--- src/rtl/bf_core_if.sv ---
// bf_core_if: bundles the memory bus and byte I/O handshakes of the BrainF core.
//   pc/prg         program address out, opcode back (1-cycle read latency)
//   cursor/mem     data address out, cell value back (1-cycle, read-before-write)
//   out/we         write data and strobe for the cell at cursor
//   dout_*         output byte stream ('.'), valid/ready
//   din_*          input byte stream (','), valid/ready
// master = core side, slave = memory / I/O side.
interface bf_core_if;
  logic [15:0] pc;
  logic [7:0]  prg;
  logic [15:0] cursor;
  logic [7:0]  mem;
  logic [7:0]  out;
  logic        we;
  logic [7:0]  dout_data;
  logic        dout_valid;
  logic        dout_ready;
  logic [7:0]  din_data;
  logic        din_valid;
  logic        din_ready;

  modport master (
    output pc, cursor, out, we, dout_data, dout_valid, din_ready,
    input  prg, mem, dout_ready, din_data, din_valid
  );

  modport slave (
    input  pc, cursor, out, we, dout_data, dout_valid, din_ready,
    output prg, mem, dout_ready, din_data, din_valid
  );
endinterface

--- src/rtl/bf_core.sv ---
// bf_core: BrainF execution core with a hardware loop-return stack.
//   clk      system clock, all state on the rising edge
//   reset_n  asynchronous active-low reset
//   bus      bf_core_if.master: program/data memory bus and byte I/O handshakes
//   halted   core has stopped (halt opcode, unterminated loop, or error)
//   error    loop stack overflow/underflow seen, sticky until reset
//
// state | meaning
// ------+---------------------------------------------------------------
// FETCH | memory read in flight for pc/cursor; go SCAN if skipping, else EXEC
// EXEC  | prg/mem valid; execute opcode, may stall on I/O handshakes
// SCAN  | forward skip of a '[' body, tracking bracket nesting in depth
// HALT  | terminal until reset
module bf_core #(
  parameter int STACK_DEPTH = 16,
  parameter int DEPTH_W     = 16
) (
  input  logic    clk,
  input  logic    reset_n,
  bf_core_if.master bus,
  output logic    halted,
  output logic    error
);

  localparam int SP_W  = $clog2(STACK_DEPTH + 1);
  localparam int IDX_W = (STACK_DEPTH > 1) ? $clog2(STACK_DEPTH) : 1;

  localparam logic [3:0] OP_HALT  = 4'h0;
  localparam logic [3:0] OP_RIGHT = 4'h1;
  localparam logic [3:0] OP_LEFT  = 4'h2;
  localparam logic [3:0] OP_INC   = 4'h3;
  localparam logic [3:0] OP_DEC   = 4'h4;
  localparam logic [3:0] OP_OUT   = 4'h5;
  localparam logic [3:0] OP_IN    = 4'h6;
  localparam logic [3:0] OP_OPEN  = 4'h7;
  localparam logic [3:0] OP_CLOSE = 4'h8;

  typedef enum logic [1:0] {
    S_FETCH = 2'd0,
    S_EXEC  = 2'd1,
    S_SCAN  = 2'd2,
    S_HALT  = 2'd3
  } state_e;

  state_e             state_q, state_d;
  logic [15:0]        pc_q, pc_d;
  logic [15:0]        cursor_q, cursor_d;
  logic [SP_W-1:0]    sp_q, sp_d;
  logic [DEPTH_W-1:0] depth_q, depth_d;
  logic               halted_q, halted_d;
  logic               error_q, error_d;

  logic [15:0]        stack_q [STACK_DEPTH];
  logic               push_en;
  logic [IDX_W-1:0]   push_idx;
  logic [IDX_W-1:0]   top_idx;
  logic [15:0]        stack_top;

  logic [3:0]         op;
  logic               mem_nz;
  logic [15:0]        pc_inc;
  logic               unused_prg_hi;

  // Only the low nibble of the opcode byte is decoded.
  assign op            = bus.prg[3:0];
  assign unused_prg_hi = ^bus.prg[7:4];
  assign mem_nz        = (bus.mem != 8'h00);
  assign pc_inc        = pc_q + 16'd1;

  assign push_idx  = IDX_W'(sp_q);
  assign top_idx   = IDX_W'(sp_q - SP_W'(1));
  assign stack_top = stack_q[top_idx];

  // State register
  always_ff @(posedge clk or negedge reset_n) begin
    if (!reset_n) begin
      state_q  <= S_FETCH;
      pc_q     <= 16'h0000;
      cursor_q <= 16'h0000;
      sp_q     <= '0;
      depth_q  <= '0;
      halted_q <= 1'b0;
      error_q  <= 1'b0;
    end else begin
      state_q  <= state_d;
      pc_q     <= pc_d;
      cursor_q <= cursor_d;
      sp_q     <= sp_d;
      depth_q  <= depth_d;
      halted_q <= halted_d;
      error_q  <= error_d;
    end
  end

  // Stack entries need no reset: sp defines which ones are live.
  always_ff @(posedge clk) begin
    if (push_en) begin
      stack_q[push_idx] <= pc_q;
    end
  end

  // Next-state logic
  always_comb begin
    state_d  = state_q;
    pc_d     = pc_q;
    cursor_d = cursor_q;
    sp_d     = sp_q;
    depth_d  = depth_q;
    halted_d = halted_q;
    error_d  = error_q;
    push_en  = 1'b0;

    case (state_q)
      S_FETCH: begin
        state_d = (depth_q != '0) ? S_SCAN : S_EXEC;
      end

      S_EXEC: begin
        // Default is "advance"; stalls and stops override it below.
        state_d = S_FETCH;
        pc_d    = pc_inc;
        case (op)
          OP_HALT: begin
            state_d  = S_HALT;
            pc_d     = pc_q;
            halted_d = 1'b1;
          end
          OP_RIGHT: cursor_d = cursor_q + 16'd1;
          OP_LEFT:  cursor_d = cursor_q - 16'd1;
          OP_OUT: begin
            if (!bus.dout_ready) begin
              state_d = S_EXEC;
              pc_d    = pc_q;
            end
          end
          OP_IN: begin
            if (!bus.din_valid) begin
              state_d = S_EXEC;
              pc_d    = pc_q;
            end
          end
          OP_OPEN: begin
            if (mem_nz) begin
              if (sp_q == SP_W'(STACK_DEPTH)) begin
                state_d  = S_HALT;
                pc_d     = pc_q;
                halted_d = 1'b1;
                error_d  = 1'b1;
              end else begin
                push_en = 1'b1;
                sp_d    = sp_q + SP_W'(1);
              end
            end else begin
              depth_d = DEPTH_W'(1);
            end
          end
          OP_CLOSE: begin
            if (sp_q == '0) begin
              state_d  = S_HALT;
              pc_d     = pc_q;
              halted_d = 1'b1;
              error_d  = 1'b1;
            end else if (mem_nz) begin
              // Re-enter the body just past the matching '['; entry stays pushed.
              pc_d = stack_top + 16'd1;
            end else begin
              sp_d = sp_q - SP_W'(1);
            end
          end
          default: ;
        endcase
      end

      S_SCAN: begin
        if (op == OP_HALT) begin
          // Program ended inside a skipped loop: stop without flagging an error.
          state_d  = S_HALT;
          halted_d = 1'b1;
        end else begin
          if (op == OP_OPEN) begin
            depth_d = depth_q + DEPTH_W'(1);
          end else if (op == OP_CLOSE) begin
            depth_d = depth_q - DEPTH_W'(1);
          end
          pc_d    = pc_inc;
          state_d = S_FETCH;
        end
      end

      S_HALT: ;

      default: state_d = S_HALT;
    endcase
  end

  // Output logic: strobes only ever assert in EXEC with the matching opcode.
  always_comb begin
    bus.we         = 1'b0;
    bus.out        = bus.mem;
    bus.dout_valid = 1'b0;
    bus.din_ready  = 1'b0;
    if (state_q == S_EXEC) begin
      case (op)
        OP_INC: begin
          bus.we  = 1'b1;
          bus.out = bus.mem + 8'd1;
        end
        OP_DEC: begin
          bus.we  = 1'b1;
          bus.out = bus.mem - 8'd1;
        end
        OP_OUT: bus.dout_valid = 1'b1;
        OP_IN: begin
          bus.din_ready = 1'b1;
          bus.we        = bus.din_valid;
          bus.out       = bus.din_data;
        end
        default: ;
      endcase
    end
  end

  assign bus.dout_data = bus.mem;
  assign bus.pc        = pc_q;
  assign bus.cursor    = cursor_q;
  assign halted        = halted_q;
  assign error         = error_q;

endmodule
--- src/flat_wrapper.sv ---
// flat-port wrapper written by rule: the top's interface ports become plain ports
module bf_core_flat 
#(
  parameter int STACK_DEPTH = 16,
  parameter int DEPTH_W     = 16
)
  (clk, reset_n, halted, error, bus_pc, bus_cursor, bus_out, bus_we, bus_dout_data, bus_dout_valid, bus_din_ready, bus_prg, bus_mem, bus_dout_ready, bus_din_data, bus_din_valid);
  bf_core_if bus_i ();
  input  logic clk;
  input  logic reset_n;
  output logic halted;
  output logic error;
  output wire logic [$bits(bus_i.pc)-1:0] bus_pc;
  output wire logic [$bits(bus_i.cursor)-1:0] bus_cursor;
  output wire logic [$bits(bus_i.out)-1:0] bus_out;
  output wire logic [$bits(bus_i.we)-1:0] bus_we;
  output wire logic [$bits(bus_i.dout_data)-1:0] bus_dout_data;
  output wire logic [$bits(bus_i.dout_valid)-1:0] bus_dout_valid;
  output wire logic [$bits(bus_i.din_ready)-1:0] bus_din_ready;
  input wire logic [$bits(bus_i.prg)-1:0] bus_prg;
  input wire logic [$bits(bus_i.mem)-1:0] bus_mem;
  input wire logic [$bits(bus_i.dout_ready)-1:0] bus_dout_ready;
  input wire logic [$bits(bus_i.din_data)-1:0] bus_din_data;
  input wire logic [$bits(bus_i.din_valid)-1:0] bus_din_valid;
  assign bus_pc = bus_i.pc;
  assign bus_cursor = bus_i.cursor;
  assign bus_out = bus_i.out;
  assign bus_we = bus_i.we;
  assign bus_dout_data = bus_i.dout_data;
  assign bus_dout_valid = bus_i.dout_valid;
  assign bus_din_ready = bus_i.din_ready;
  assign bus_i.prg = bus_prg;
  assign bus_i.mem = bus_mem;
  assign bus_i.dout_ready = bus_dout_ready;
  assign bus_i.din_data = bus_din_data;
  assign bus_i.din_valid = bus_din_valid;
  bf_core #(.STACK_DEPTH(STACK_DEPTH), .DEPTH_W(DEPTH_W)) u_core (.clk(clk), .reset_n(reset_n), .bus(bus_i), .halted(halted), .error(error));
endmodule
--- config.mk ---
export PLATFORM = sky130hd
export DESIGN_NAME = bf_core_flat
export DESIGN_NICKNAME = d
export VERILOG_FILES = /design/src/rtl/bf_core_if.sv /design/src/rtl/bf_core.sv /design/src/flat_wrapper.sv
export SDC_FILE = /design/constraint.sdc
export NUM_CORES = 1
export LEC_CHECK = 0
export ABC_AREA = 1
export BUFFER_PORTS_ARGS = -buffer_cell sky130_fd_sc_hd__buf_2
export CAP_MARGIN = 20
export CORE_MARGIN = 2
export CORE_UTILIZATION = 40
export DETAILED_ROUTE_END_ITERATION = 16
export SETUP_SLACK_MARGIN = 0.02
export SLEW_MARGIN = 20
export SYNTH_ARGS = -nofsm -noshare
export SYNTH_HDL_FRONTEND = slang
export SYNTH_SLANG_ARGS = --single-unit
--- constraint.sdc ---
create_clock -name clk -period 3.63 [get_ports clk]
set_input_delay 0 -clock clk [delete_from_list [all_inputs] [get_ports clk]]
set_output_delay 0 -clock clk [all_outputs]
set_load 0.01 [all_outputs]
==> results of run 1 <==
## state kept, by name, indices dropped and copies added (netlist names)
name / count
u_core.halted: 1
u_core.error: 1
u_core.bus.cursor: 16
u_core.depth_q: 16
u_core.sp_q: 5
u_core.stack_q: 256
u_core.bus.pc: 16
u_core.state_q: 2
## placed cells by master, fill, tap and decap left out, drive strengths merged, types with 43 or more instances in the layout
cell,synthesis,layout
dfrtp,57,57
buf,56,113
nand2,441,441
inv,108,108
nand3,251,251
ha,43,43
a21oi,66,66
edfxtp,256,256
nor2,116,116
o21ai,91,91
clkbuf,12,50
## Yosys cell counts, drive strengths merged, types with 6 or more instances
master / instances / area share
nand2: 441 / 0.11
edfxtp: 256 / 0.49
nand3: 251 / 0.082
nor2: 116 / 0.031
inv: 108 / 0.026
o21ai: 91 / 0.030
a21oi: 66 / 0.021
dfrtp: 57 / 0.092
buf: 56 / 0.023
ha: 43 / 0.035
xor2: 18 / 0.010
nor3: 15 / 0.0072
clkbuf: 12 / 0.0030
o211ai: 10 / 0.0048
a31oi: 9 / 0.0036
xnor2: 8 / 0.0045
a22oi: 6 / 0.0029
nand4: 6 / 0.0024
## worst min path at each step
stage	start	end	cells after the start
after floorplan	reset_n	u_core.bus.cursor[0]	0
after global placement	reset_n	u_core.bus.cursor[6]	1
after detailed placement	reset_n	u_core.bus.cursor[6]	1
after CTS	reset_n	u_core.bus.cursor[4]	3
after global routing	reset_n	u_core.bus.cursor[3]	3
final	reset_n	u_core.bus.cursor[4]	3
## power by group through the flow
stage | clock network (W) | logic (W) | registers (W)
2_1_floorplan | 0 | 0.000377 | 0.00392
3_3_place_gp | 0 | 0.000526 | 0.00392
3_5_place_dp | 0 | 0.000530 | 0.00392
4_1_cts | 0.00366 | 0.000536 | 0.00385
5_1_grt | 0.00381 | 0.000600 | 0.00385
6_report | 0.00359 | 0.000534 | 0.00385
## per-layer routing
| metal | GRT usage | vias to the layer above |
|---|---|---|
| met4 | 0.0357 | 0 |
| met1 | 0.283 | 5736 |
| li1 | - | 5721 |
| met3 | 0.0270 | 36 |
| met5 | 0 | - |
| met2 | 0.332 | 315 |
## logic make-up (layout without fill, tap and decap cells)
kind of cell / Yosys count / after routing / share of synthesized area
compound gates: 209 / 209 / 0.0757
xor+xnor: 26 / 26 / 0.0146
fa+ha+maj: 44 / 44 / 0.0359
buf+inv: 176 / 288 / 0.0524
flops: 313 / 313 / 0.586
simple gates: 839 / 839 / 0.236
## final cells by class
| type | count | area [um2] | area share |
|---|---|---|---|
| well taps | 518 | 648 | 0.0365 |
| clock buffers | 50 | 993 | 0.0559 |
| inverters | 108 | 413 | 0.0232 |
| clock inverters | 15 | 189 | 0.0106 |
| repair buffers | 115 | 728 | 0.0410 |
| flip-flops and latches | 313 | 9120 | 0.513 |
| multi-input cells | 1118 | 5680 | 0.320 |
## what timing repair did
action | in CTS | in global routing
endpoints found under the hold margin | 57 | 0
endpoints found under the setup margin | 0 | 0
hold buffers | 2 | 0
## worst max-delay path, stage by stage (launching register included)
cell and delay, ns:
dfrtp_1 0.41, inv_1 0.18, ha_1 0.23, inv_1 0.09, nand2_4 0.08, nand2_4 0.14, inv_6 0.34, nand3_1 0.12
nand3_1 0.10, nand2_1 0.10, inv_1 0.12, ha_1 0.24, nand3_1 0.15, nor2_2 0.20, nand2_1 0.08, nand2_1 0.06
nand3_1 0.06, nand2_1 0.06, o21ai_1 0.06
## metrics by stage
step / instance area (um2) / util
floorplan: 15600 / -
global placement: 16600 / 0.430
detailed placement: 16600 / 0.430
CTS: 17800 / 0.461
global route: 17800 / 0.461
finish: 17800 / 0.461
==> results.json, run 1 <==
{
  "outcome": "finished, final reports clean",
  "cp-start-kind": "register",
  "hold_ws_ns": 0.0370,
  "clk_pin_slew_ns": 0.06,
  "critPathMaxFanout": 35,
  "dpl.hpwl_mm": 24.9,
  "syn_nets": 1679,
  "r2r-start": "u_core.sp_q[1]",
  "n_antenna_cell": 0,
  "antenna_found_initial": 0,
  "grt_pass1_wl_mm": 63.6,
  "final_cell_count_no_fill": 2237,
  "setup_slack_ns": 0.668,
  "synth.avg_cell_area_um2": 9.69,
  "io_pins": 81,
  "h-tree-depth": 2,
  "die_h_um": 201,
  "p_sw_w": 0.00182,
  "cap_violations": 0,
  "drtIter0Drc": 980,
  "grt_overflow": 0,
  "synth-edff-count": 256,
  "grt_max_degree": 67,
  "cts_resized": 0,
  "min_path_type": "in2async",
  "fin_worst_skew_ns": 0.0196,
  "cts_tree": "yes",
  "yosys_warnings": 0,
  "worstSkewPairLatency_ns": 0.53,
  "grt_pass1_vias": 11200,
  "first_pass_iters": 5,
  "chipWidth_um": 201,
  "max-slew-margin-rel": 0.480,
  "path_class": "reg2reg",
  "arrival_ns": 3.35,
  "drv_slew": 0,
  "mappedNetlistArea_mm2": 0.0156,
  "worstPathRequired_ns": 4.02,
  "synth_seq_area_share": 0.586,
  "dieArea_mm2": 0.0405,
  "finalNetCount": 1764,
  "p_sw_frac": 0.229,
  "grt.total_usage": 0.200,
  "synthCells": 1607,
  "vias": 11800,
  "clock_tree.root_cell": "clkbuf_16",
  "seqPwrFrac": 0.483,
  "avgRoutedWirePerCell_um": 18.2,
  "start_util": 0.404,
  "async_reset_ff_frac": 0.182,
  "reg2reg_to": "u_core.bus.pc[14]",
  "gp_congestion": 0.882,
  "endpoint_kind": "register",
  "rows": 72,
  "wl_mm": 40.7,
  "cts.sinks": 313,
  "syn2layout_area_growth_pct": 14.2,
  "wl_met2_mm": 19.3,
  "ys_ff_latch": 313,
  "rsz0062_at_grt": "no",
  "combPwrFrac": 0.067,
  "power_w": 0.00798,
  "crit_start": "u_core.sp_q[1]",
  "finalCritPeriodShare": 0.816,
  "worst_pin_slew_ns": 0.781,
  "yosysUniqueCellTypes": 48,
  "core-area_mm2": 0.0386,
  "met1_length_mm": 18.7,
  "internal_power_w": 0.00615,
  "reg2regPathDepth": 18,
  "post-cts-setup-buffers": 0,
  "place_ws_ns": 0.693,
  "clkPwrFrac": 0.450,
  "io_buffers": 76,
  "numCtsBuffers": 36,
  "fin_crit_ns": 2.96,
  "highest_layer": "met4",
  "drc": 0,
  "final_layout_size_suffix_gt1_frac": 0.140,
  "dp_cells": 2170,
  "setup_viol": 0,
  "tns_ns": 0,
  "leakage_nw": 7.02,
  "wl_met3_mm": 2.22,
  "viasPerCell": 5.28,
  "fillers": 3638,
  "finalHoldViolCount": 0,
  "vdd_drop_max_mv": 0.343,
  "crit_end": "u_core.bus.pc[14]",
  "fmax_mhz": 338,
  "synth-main-ff-cell": "edfxtp_1",
  "drtAntennaViolNets": 0,
  "clk_path_buf_depth": 3,
  "rrSetupSlack_ns": 0.67,
  "p_per_area_mw_per_mm2": 449
}
No activity file was read; power rests on OpenSTA's default activity.
==> run 2: changes to the inputs <==
==> constraint.sdc (replaced) <==
create_clock -name clk -period 2.77 [get_ports clk]
set_input_delay 0 -clock clk [delete_from_list [all_inputs] [get_ports clk]]
set_output_delay 0 -clock clk [all_outputs]
set_load 0.01 [all_outputs]
==> run 2 against run 1 <==
Compared with the run above:
- clock power increased by 30%
- wire length up 1.7%
- maximum frequency grew 13%
- global-route usage grew 0.079 points
- clock-buffer cell count is 1 lower
- critical path type unchanged
- hold slack better by 0.0054 ns
- highest routed layer unchanged
- cell area increased by 3.4%
- largest cell class unchanged
- via count increased by 0.98%
- total power rose by 31%
- setup slack worse by 0.52 ns
- clock skew up 0.0067 ns
- register-to-register slack got worse by 0.52 ns
==> results.json, run 2 (synthesis gave the netlist of run 1 again) <==
{
  "core-area_mm2": 0.0386,
  "slowest_stage": "dfrtp_4",
  "fin_crit_ns": 2.63,
  "final_cell_mix": "nand2_1 (419), edfxtp_1 (256), nand3_1 (238)",
  "largest_reg_flops": 256,
  "fillers": 3657,
  "grt.total_usage": 0.201,
  "io_pins": 81,
  "clk_path_buf_depth": 3,
  "clk_pin_slew_ns": 0.06,
  "gp_congestion": 0.903,
  "cts.sinks": 313,
  "p_per_area_mw_per_mm2": 571,
  "rrSetupSlack_ns": 0.14,
  "cp-start-kind": "register",
  "drc": 0,
  "endpoint_kind": "register",
  "path_class": "reg2reg",
  "n_antenna_cell": 0,
  "syn2layout_area_growth_pct": 18.1,
  "min_path_type": "in2reg",
  "min_to": "u_core.bus.pc[12]",
  "start_util": 0.404,
  "rows": 72,
  "seqCellArea_mm2": 0.00912,
  "grt_max_degree": 81,
  "antenna_found_initial": 0,
  "viasPerCell": 5.23,
  "final_area_mm2": 0.0184,
  "rsz0062_at_grt": "no",
  "max-slew-margin-rel": 0.446,
  "hold_ws_ns": 0.0424,
  "first_pass_iters": 5,
  "final_common_cell": "nand2_1",
  "avgRoutedWirePerCell_um": 18.2,
  "drtIter0Drc": 844,
  "dpl-instance-area_mm2": 0.0169,
  "h-tree-depth": 2,
  "cts_tree": "yes",
  "vias": 11900,
  "grt_pass1_wl_mm": 63.9,
  "multi_input_area_mm2": 0.00586,
  "die_h_um": 201,
  "fmax_mhz": 381,
  "setup_slack_ns": 0.143,
  "outcome": "finished, final reports clean",
  "critPathMaxFanout": 9,
  "worstHoldPathCells": 6,
  "reg2regPathDepth": 18,
  "numCtsBuffers": 36,
  "regMostFlops": "u_core.stack_q",
  "worstPathCellList": "clkinv_8 -> ha_4 -> inv_1 -> nand2_4 -> nand2_8 -> clkinv_8 -> buf_4 -> nand3_1 -> nand3_2 -> nand2_2 -> inv_2 -> ha_4 -> nand3_2 -> nor2_4 -> buf_4 -> a21oi_1 -> o21ai_0 -> a22oi_1",
  "finalNetCount": 1807,
  "clock_tree.root_cell": "clkbuf_16",
  "io_buffers": 76,
  "arrival_ns": 3.10,
  "drv_slew": 0,
  "finalCritPeriodShare": 0.948,
  "cap_violations": 0,
  "wl_mm": 41.4,
  "r2r-start": "u_core.sp_q[0]",
  "chipWidth_um": 201,
  "grt_pass1_vias": 11600,
  "final_layout_size_suffix_gt1_frac": 0.176,
  "dieArea_mm2": 0.0405,
  "dpl.hpwl_mm": 25.5,
  "grt_overflow": 0,
  "leakage_nw": 7.27,
  "worstSkewPairLatency_ns": 0.55,
  "worst_pin_slew_ns": 0.831,
  "finalHoldViolCount": 0,
  "setup_viol": 0,
  "fin_worst_skew_ns": 0.0263,
  "drtAntennaViolNets": 0,
  "reg2reg_to": "u_core.bus.pc[6]",
  "min_from": "bus_din_valid",
  "tns_ns": 0,
  "slowest_delay_ns": 0.48,
  "worstPathRequired_ns": 3.24,
  "power_w": 0.0105,
  "vdd_drop_max_mv": 0.381,
  "place_ws_ns": 0.0591
}
## run 2: cell types whose count changed in the layout (fill, tap and decap cells not counted), sizes merged
| cell | change |
|---|---|
| buf | +39 |
| clkinv | -2 |
| clkinvlp | +2 |
| clkbuf | +1 |
| dlygate4sd3 | +1 |
| inv | +1 |
## run 2: cell type report
type                            instances  share of cell area
Inverter                              108              0.0237
Tap cell                              518              0.0353
Timing Repair inverter                  1            0.000613
Timing Repair Buffer                  157              0.0630
Clock buffer                           49              0.0527
Sequential cell                       313               0.496
Multi-Input combinational cell       1118               0.319
Clock inverter                         15             0.00980
## run 2: worst max path at each step
stage,start,to,slack (ns),depth (start not counted)
after global placement,u_core.sp_q[0],u_core.bus.pc[15],0.08,17
after detailed placement,u_core.sp_q[0],u_core.bus.pc[7],0.06,15
after CTS,u_core.sp_q[0],u_core.bus.pc[15],0.04,17
after global routing,u_core.sp_q[0],u_core.bus.pc[6],0.02,18
after floorplan,u_core.sp_q[0],u_core.bus.pc[15],0.02,19
final,u_core.sp_q[0],u_core.bus.pc[6],0.14,18
## run 2: layer usage
metal	routed length, um	share of wire	vias to the layer above	global-route usage
li1	-	-	5815	-
met1	18400	0.44	5707	0.269
met3	2320	0.056	56	0.0343
met5	0	0	-	0
met4	771	0.019	0	0.0657
met2	19900	0.48	346	0.332
## run 2: where the power goes
part	switching (W)	internal (W)	leakage [nW]
combinational	0.000517	0.000262	3.93
sequential	0.0000101	0.00504	2.78
clock	0.00191	0.00276	0.553
total	0.00243	0.00805	7.27
## run 2: critical path: cells and delay by family (launching register included)
kind,cells,cell delay [ns]
adders and majority gates,2,0.35
AOI/OAI and AO/OA,3,0.33
buffers and inverters,6,0.66
and+or+nand+nor,7,0.71
DFF,1,0.48
## run 2: through the flow
step,util,cells
final,0.477,2279
after global routing,0.477,2279
after CTS,0.468,2268
after detailed placement,0.438,2201
after global placement,0.438,2201
after floorplan,-,1607
## run 2: repair_timing
item | CTS | global route
hold endpoints to repair | 58 | 0
endpoints found under the setup margin | 0 | 18
hold buffers | 3 | 0
gates resized for setup | 0 | 54
buffers inserted | 0 | 7
==> run 3: changes to the inputs <==
--- a/config.mk
+++ b/config.mk
@@ -11,8 +11,10 @@
 export CORE_MARGIN = 2
 export CORE_UTILIZATION = 40
 export DETAILED_ROUTE_END_ITERATION = 16
+export HOLD_SLACK_MARGIN = 0.08
 export SETUP_SLACK_MARGIN = 0.02
 export SLEW_MARGIN = 20
 export SYNTH_ARGS = -nofsm -noshare
 export SYNTH_HDL_FRONTEND = slang
 export SYNTH_SLANG_ARGS = --single-unit
+export TNS_END_PERCENT = 100
==> constraint.sdc (replaced) <==
create_clock -name clk -period 2.8 [get_ports clk]
set_input_delay 0 -clock clk [delete_from_list [all_inputs] [get_ports clk]]
set_output_delay 0 -clock clk [all_outputs]
set_load 0.01 [all_outputs]
==> run 3 against run 2 <==
Compared with the run above:
- setup slack improved by 0.018 ns
- sequential power decreased by 1%
- wire length decreased by 1.7%
- critical path depth decreased by 4
- maximum frequency decreased by 0.44%
- clock-buffer cell count unchanged
- non-clock buffer count decreased by 9
- utilization decreased by 0.41 points
- combinational power decreased by 4.0%
- die area unchanged
- via count decreased by 0.96%
- largest cell class unchanged
- highest routed layer unchanged
==> results.json, run 3 (synthesis gave the netlist of run 1 again) <==
{
  "clk_path_buf_depth": 3,
  "power_w": 0.0106,
  "place_ws_ns": 0.0362,
  "regMostFlops": "u_core.stack_q",
  "antenna_found_initial": 0,
  "cap_violations": 0,
  "first_pass_iters": 5,
  "max-slew-margin-rel": 0.445,
  "rows": 72,
  "p_per_area_mw_per_mm2": 581,
  "drv_slew": 0,
  "grt_overflow": 0,
  "vias": 11800,
  "cp-start-kind": "register",
  "leakage_nw": 7.23,
  "rrSetupSlack_ns": 0.16,
  "fmax_mhz": 379,
  "endpoint_kind": "register",
  "outcome": "finished, final reports clean",
  "avgRoutedWirePerCell_um": 17.9,
  "drc": 0,
  "fin_worst_skew_ns": 0.0248,
  "largest_reg_flops": 256,
  "chipWidth_um": 201,
  "final_layout_size_suffix_gt1_frac": 0.160,
  "core-area_mm2": 0.0386,
  "cts_tree": "yes",
  "fin_crit_ns": 2.64,
  "finalNetCount": 1797,
  "final_cell_mix": "nand2_1 (426), edfxtp_1 (256), nand3_1 (247)",
  "setup_viol": 0,
  "tns_ns": 0,
  "min_path_type": "in2reg",
  "gp_congestion": 0.893,
  "grt.total_usage": 0.201,
  "n_antenna_cell": 0,
  "clk_pin_slew_ns": 0.06,
  "worst_pin_slew_ns": 0.832,
  "grt_pass1_vias": 11200,
  "cts.sinks": 313,
  "finalCritPeriodShare": 0.942,
  "finalHoldViolCount": 0,
  "dieArea_mm2": 0.0405,
  "arrival_ns": 3.04,
  "h-tree-depth": 2,
  "io_buffers": 76,
  "path_class": "reg2reg",
  "vdd_drop_max_mv": 0.404,
  "io_pins": 81,
  "viasPerCell": 5.20,
  "critPathMaxFanout": 28,
  "drtAntennaViolNets": 0,
  "postLayoutCoreUtil": 0.473,
  "syn2layout_area_growth_pct": 17.1,
  "die_h_um": 201,
  "worstPathRequired_ns": 3.20,
  "numCtsBuffers": 36,
  "drtIter0Drc": 985,
  "setup_slack_ns": 0.162,
  "rsz0062_at_grt": "no",
  "worstSkewPairLatency_ns": 0.55,
  "start_util": 0.404,
  "final_common_cell": "nand2_1",
  "grt_max_degree": 58,
  "wl_mm": 40.7,
  "clock_tree.root_cell": "clkbuf_16",
  "grt_pass1_wl_mm": 64.0,
  "dpl.hpwl_mm": 26.0
}
-- run 3: what timing repair did --
action                                  in CTS  in global routing
endpoints found under the setup margin       1                 18
pin swaps                                    0                  0
hold buffers                                 4                  0
setup buffers                                0                  1
endpoints found under the hold margin       59                  0
resized for setup                            1                 27
gates cloned                                 0                  1
-- run 3: power breakdown --
part | switching [W] | internal [W] | total, W
registers | 0.00000943 | 0.00498 | 0.00499
clock network | 0.00188 | 0.00297 | 0.00484
logic | 0.000496 | 0.000250 | 0.000747
total | 0.00238 | 0.00820 | 0.0106
-- run 3: layer usage --
layer / global-route usage / part of all wire / wire [um]
met4: 0.0607 / 0.029 / 1200
met5: 0 / 0 / 0
met1: 0.274 / 0.43 / 17700
met3: 0.0403 / 0.066 / 2710
met2: 0.328 / 0.47 / 19100
-- run 3: path summary, 6_finish.rpt --
kind | cells after the start | endpoint | from
min in group asynchronous | 3 | u_core.bus.cursor[7] | reset_n
worst min register to register | 1 | u_core.sp_q[4] | u_core.sp_q[4]
worst max register to register | 14 | u_core.bus.pc[6] | u_core.sp_q[0]
worst max-delay path | 14 | u_core.bus.pc[6] | u_core.sp_q[0]
worst min-delay path | 5 | u_core.halted | bus_prg[3]
max in group asynchronous | 3 | u_core.sp_q[0] | reset_n
-- run 3: critical path: stages, from the launching register on --
cell     delay, ns
dfrtp_4       0.51
inv_8         0.13
ha_4          0.24
inv_2         0.10
buf_12        0.19
nand3_1       0.12
nand3_1       0.10
nand3_1       0.07
nand2_1       0.15
inv_1         0.10
ha_4          0.18
nand3_1       0.16
nor2_4        0.06
o21ai_0       0.26
a22oi_1       0.10
-- run 3: area by class of cell --
cell class / count / area, um2
fillers: 3646 / 20300
clock inverters: 16 / 218
clock buffers: 49 / 1000
inverters: 108 / 428
repair buffers: 148 / 1070
multi-input cells: 1118 / 5750
flip-flops and latches: 313 / 9120
well taps: 518 / 648
-- run 3: per-stage QoR --
step	cell area (um2)	hold slack [ns]	cells
global route	18200	0.159	2270
global placement	16800	0.211	2199
detailed placement	16800	0.211	2199
finish	18200	0.126	2270
CTS	18100	0.0951	2268
floorplan	15600	-0.296	1607
